[src/rtl/bip_pkg.sv]
// ============================================================================
// bip_pkg : shared BIP widths, opcode constants and loader state encoding
// Rev 1.0
// ============================================================================
`default_nettype none

package bip_pkg;

  localparam int ADDR_W   = 11;
  localparam int DATA_W   = 16;
  localparam int OPCODE_W = 5;

  localparam logic [OPCODE_W-1:0] OP_HALT = 5'd0;
  localparam logic [OPCODE_W-1:0] OP_STO  = 5'd1;
  localparam logic [OPCODE_W-1:0] OP_LD   = 5'd2;
  localparam logic [OPCODE_W-1:0] OP_LDI  = 5'd3;
  localparam logic [OPCODE_W-1:0] OP_ADD  = 5'd4;
  localparam logic [OPCODE_W-1:0] OP_ADDI = 5'd5;
  localparam logic [OPCODE_W-1:0] OP_SUB  = 5'd6;
  localparam logic [OPCODE_W-1:0] OP_SUBI = 5'd7;

  typedef enum logic [2:0] {
    ST_IDLE  = 3'd0,
    ST_RX_HI = 3'd1,
    ST_RX_LO = 3'd2,
    ST_WRITE = 3'd3,
    ST_DONE  = 3'd4,
    ST_ERROR = 3'd5
  } loader_state_e;

  function automatic logic is_legal_opcode(input logic [OPCODE_W-1:0] op);
    case (op)
      OP_HALT, OP_STO, OP_LD, OP_LDI,
      OP_ADD, OP_ADDI, OP_SUB, OP_SUBI: return 1'b1;
      default:                          return 1'b0;
    endcase
  endfunction

endpackage

`default_nettype wire

[src/rtl/bip_program_loader.sv]
// ============================================================================
// bip_program_loader : fills BIP program memory from a byte stream, releases
// the CPU once HALT is stored. Option macro: BIP_LOADER_OPCHECK_EN.
// Rev 1.0
// ============================================================================
`default_nettype none

module bip_program_loader #(
  parameter int ADDR_W    = bip_pkg::ADDR_W,
  parameter int DATA_W    = bip_pkg::DATA_W,
  parameter int OPCODE_W  = bip_pkg::OPCODE_W,
  parameter int MEM_DEPTH = 2048
) (
  input  logic              CLK,
  input  logic              RESET_N,
  input  logic              START,
  input  logic [7:0]        RX_DATA,
  input  logic              RX_VALID,
  output logic              RX_READY,
  output logic              MEM_WE,
  output logic [ADDR_W-1:0] MEM_ADDR,
  output logic [DATA_W-1:0] MEM_WDATA,
  output logic              CPU_HOLD,
  output logic              LOAD_DONE,
  output logic              LOAD_ERR,
  output logic [ADDR_W:0]   WORD_COUNT
);

  import bip_pkg::*;

  localparam logic [ADDR_W-1:0] LAST_ADDR = ADDR_W'(MEM_DEPTH - 1);

  loader_state_e     state_q, state_d;
  logic [DATA_W-1:0] word_q,  word_d;
  logic [ADDR_W-1:0] addr_q,  addr_d;
  logic [ADDR_W:0]   count_q, count_d;

  logic [OPCODE_W-1:0] opcode;
  logic                opcode_ok;

  assign opcode = word_q[DATA_W-1 -: OPCODE_W];

`ifdef BIP_LOADER_OPCHECK_EN
  assign opcode_ok = is_legal_opcode(opcode);
`else
  assign opcode_ok = 1'b1;
`endif

  always_ff @(posedge CLK or negedge RESET_N) begin
    if (!RESET_N) begin
      state_q <= ST_IDLE;
      word_q  <= '0;
      addr_q  <= '0;
      count_q <= '0;
    end else begin
      state_q <= state_d;
      word_q  <= word_d;
      addr_q  <= addr_d;
      count_q <= count_d;
    end
  end

  always_comb begin
    state_d = state_q;
    word_d  = word_q;
    addr_d  = addr_q;
    count_d = count_q;
    case (state_q)
      ST_IDLE, ST_DONE, ST_ERROR: begin
        if (START) begin
          state_d = ST_RX_HI;
          addr_d  = '0;
          count_d = '0;
        end
      end
      ST_RX_HI: begin
        if (RX_VALID) begin
          word_d[DATA_W-1 -: 8] = RX_DATA;
          state_d               = ST_RX_LO;
        end
      end
      ST_RX_LO: begin
        if (RX_VALID) begin
          word_d[7:0] = RX_DATA;
          state_d     = ST_WRITE;
        end
      end
      ST_WRITE: begin
        if (!opcode_ok) begin
          state_d = ST_ERROR;
        end else begin
          count_d = count_q + {{ADDR_W{1'b0}}, 1'b1};
          if (opcode == OP_HALT) begin
            state_d = ST_DONE;
          end else if (addr_q == LAST_ADDR) begin
            // memory full without a HALT: stop rather than wrap
            state_d = ST_ERROR;
          end else begin
            addr_d  = addr_q + {{(ADDR_W-1){1'b0}}, 1'b1};
            state_d = ST_RX_HI;
          end
        end
      end
      default: state_d = ST_IDLE;
    endcase
  end

  // every output decodes registered state only, so RX_VALID never reaches RX_READY
  assign RX_READY   = (state_q == ST_RX_HI) || (state_q == ST_RX_LO);
  assign MEM_WE     = (state_q == ST_WRITE) && opcode_ok;
  assign MEM_ADDR   = addr_q;
  assign MEM_WDATA  = word_q;
  assign CPU_HOLD   = (state_q != ST_IDLE) && (state_q != ST_DONE);
  assign LOAD_DONE  = (state_q == ST_DONE);
  assign LOAD_ERR   = (state_q == ST_ERROR);
  assign WORD_COUNT = count_q;

endmodule

`default_nettype wire
[config.mk]
export PLATFORM = sky130hd
export DESIGN_NAME = bip_program_loader
export DESIGN_NICKNAME = d
export VERILOG_FILES = /design/src/rtl/bip_pkg.sv /design/src/rtl/bip_program_loader.sv
export SDC_FILE = /design/constraint.sdc
export NUM_CORES = 1
export LEC_CHECK = 0
export CORE_MARGIN = 2
export CORE_UTILIZATION = 50
export DETAILED_ROUTE_END_ITERATION = 16
export HOLD_SLACK_MARGIN = 0.03
export PLACE_DENSITY = 0.84
export SETUP_SLACK_MARGIN = 0.3
export SLEW_MARGIN = 10
export SYNTH_ARGS = -nofsm -noshare
export SYNTH_HDL_FRONTEND = slang
export SYNTH_SLANG_ARGS = --single-unit
[constraint.sdc]
create_clock -name CLK -period 2.5 [get_ports CLK]
set_input_delay 0.5 -clock CLK [delete_from_list [all_inputs] [get_ports CLK]]
set_output_delay 0.5 -clock CLK [all_outputs]
set_load 0.05 [all_outputs]
==> impl_metrics.tcl <==
set metrics [dict create \
    run_status "completed" \
    fin_cells 290 \
    vias_per_cell 5.73 \
    hold_path_class "in -> async" \
    area_growth_pct 34.0 \
    async_reset_ff_share_pct 100 \
    ir_drop_mv 0.811 \
    synth-seq-cells 42 \
    die_h_um 68.2 \
    yosys_most_used_dff "dfrtp_1" \
    grt_max_degree 24 \
    cts-buffers-inserted 5 \
    core_um2 3970 \
    antenna_left 0 \
    hold_viol 0 \
    wirelength_mm 4.62 \
    postCtsHoldBufs 0 \
    intPower_uw 1810 \
    finalWorstSetupSlack_ns 0.389 \
    num_rows 23 \
    power.share.clock_pct 15.4 \
    syn-num-nets 194 \
    p_seq_share_pct 31.9 \
    netSwitchingFraction_pct 47.3 \
    worst_ep_arrival_time_ns 1.61 \
    cts_max_path_buffers 2 \
    grt_pass1_vias 1570 \
    path_max_fanout 8 \
    critPathLaunchType "flop" \
    netlist.area_leader.share_pct 51.0 \
    ctsHtreeMaxLevel 2 \
    avgSynthCellArea_um2 11.4 \
    maxClockFrequency_mhz 474 \
    first_pass_iters 4 \
    grt_pass1_wl_mm 7.47 \
    synth_seq_area_share_pct 51.0 \
    nNetsFinal 253 \
    die_area_um2 4650 \
    cts_resized 3 \
    antenna_found_initial 0 \
    ioPinCount 56 \
    power.share.combinational_pct 52.7 \
    p_per_area_nw_per_um2 1250 \
    drive_gt1_share_pct 16.7 \
    synth_most_common_cell "dfrtp_1" \
    period_share_pct 84.4 \
    setup_viol 0 \
    post_cts_buffers 0 \
    slew_headroom_pct 65.3 \
    synth_cells 180 \
    end_kind "primary output" \
    worstPathRequired_ns 2.00 \
    rr_worst_depth 5 \
    worstSetupPathType "reg -> out" \
    skew_ns 0.00410 \
    clkTransAtPathRegs_ns 0.08 \
    synthTopCellsByCount "dfrtp_1, mux2_2, o21ai_0" \
    synth.distinct_cells 46 \
    wire_per_inst_um 15.9 \
    syn_area_um2 2060 \
    synth_area_leaders "dfrtp_1, mux2_2, o21ai_0" \
    p_leak_uw 0.00123 \
    power.switching_uw 1630 \
    setup-tns-final_ns 0 \
    diodes 0 \
    overflow 0 \
    hold_slack_ns 0.166 \
    place_inst 282 \
    post-synth-top-area-cell "dfrtp_1" \
    slew_violations 0 \
    clock-sinks 42 \
    cts_tree "yes" \
    drt_iter0_drc 152 \
    period_needed_ns 2.11 \
    gp_congestion 0.794 \
    worst_pin_slew_ns 0.518 \
    fp.dieW_um 68.2 \
    start_util_pct 51.9 \
    hpwlAfterDp_mm 3.29 \
    drc_errors 0 \
    port_buffers 55 \
    ys.warnings.count 0 \
    rsz0062_at_grt "true" \
    cts.root.buffer_cell "clkbuf_8" \
    clk_latency_ns 0.30 \
    track_usage_pct 22.0 \
    post-place-ws_ns 0.391 \
    route.vias.total 1663 \
    maxCapViolCount 0 \
    synth_edf_count 0 \
]
flip-flops by register name, indices dropped and copies added, names as in the netlist:
name,count
state_q,3
MEM_WDATA,16
WORD_COUNT,12
MEM_ADDR,11
metal layers:
layer / GRT usage, % / wire [um] / vias to the layer above / part of all wire (%)
met5: 0 / 0 / - / 0
met4: 8.00 / 70 / 0 / 1.5
met3: 7.24 / 356 / 9 / 7.7
met2: 35.7 / 2300 / 63 / 50
met1: 27.4 / 1900 / 797 / 41
li1: - / - / 794 / -
power groups by stage:
stage          combinational [uW]  clock [uW]  sequential (uW)
2_1_floorplan                 672           0             1680
3_3_place_gp                 1810           0             1090
3_5_place_dp                 1830           0             1110
4_1_cts                      1830         541             1100
5_1_grt                      1910         563             1130
6_report                     1810         531             1100
placed cells by master (no fill, tap or decap), types with 5 or more instances in the layout:
master           count
a21oi_1              7
nor2_1               6
clkdlybuf4s50_1     47
nand2_1             11
mux2_2              16
clkbuf_8             5
o21ai_0             12
nand4_1              8
dfrtp_1             42
nand3_1              8
cell families (layout without fill, tap and decap cells):
family                   count (synthesis)  after routing  share of synthesized area, %
buffers and inverters                    7             67                          1.76
multiplexers                            21             21                          11.2
AO/OA/AOI/OAI                           43             43                          14.7
AND/OR/NAND/NOR                         64             64                          19.7
XOR/XNOR                                 1              1                         0.425
adder cells (fa/ha/maj)                  2              2                          1.21
flip-flops                              42             42                          51.0
path summary, 6_finish.rpt:
path / from / endpoint / slack, ns
min in group CLK: WORD_COUNT[11] / WORD_COUNT[11] / 0.48
max in group asynchronous: RESET_N / WORD_COUNT[7] / 1.69
setup reg to reg: state_q[0] / MEM_ADDR[7] / 0.53
hold / removal: RESET_N / MEM_ADDR[4] / 0.17
setup / recovery: state_q[1] / LOAD_ERR / 0.39
hold reg to reg: WORD_COUNT[11] / WORD_COUNT[11] / 0.48
layout make-up:
class                           count  area (um2)
Multi-Input combinational cell    131         973
Clock inverter                      1        30.0
Clock buffer                        7        76.3
Timing Repair Buffer               56         552
Sequential cell                    42        1050
Tap cell                           50        62.6
Inverter                            3        16.3
Fill cell                         314        1210
metrics by stage:
stage | instance area [um2] | util [%] | total power (uW)
floorplan | 2060 | - | 2350
global placement | 2650 | 66.8 | 2900
detailed placement | 2650 | 66.8 | 2930
CTS | 2750 | 69.3 | 3470
global route | 2760 | 69.5 | 3610
finish | 2760 | 69.5 | 3440
critical path: stages (launching register included):
cell,delay [ns]
dfrtp_1,0.49
nand2b_1,0.22
nor2_1,0.10
clkdlybuf4s15_1,0.51
(Power assumes the default switching activity.)
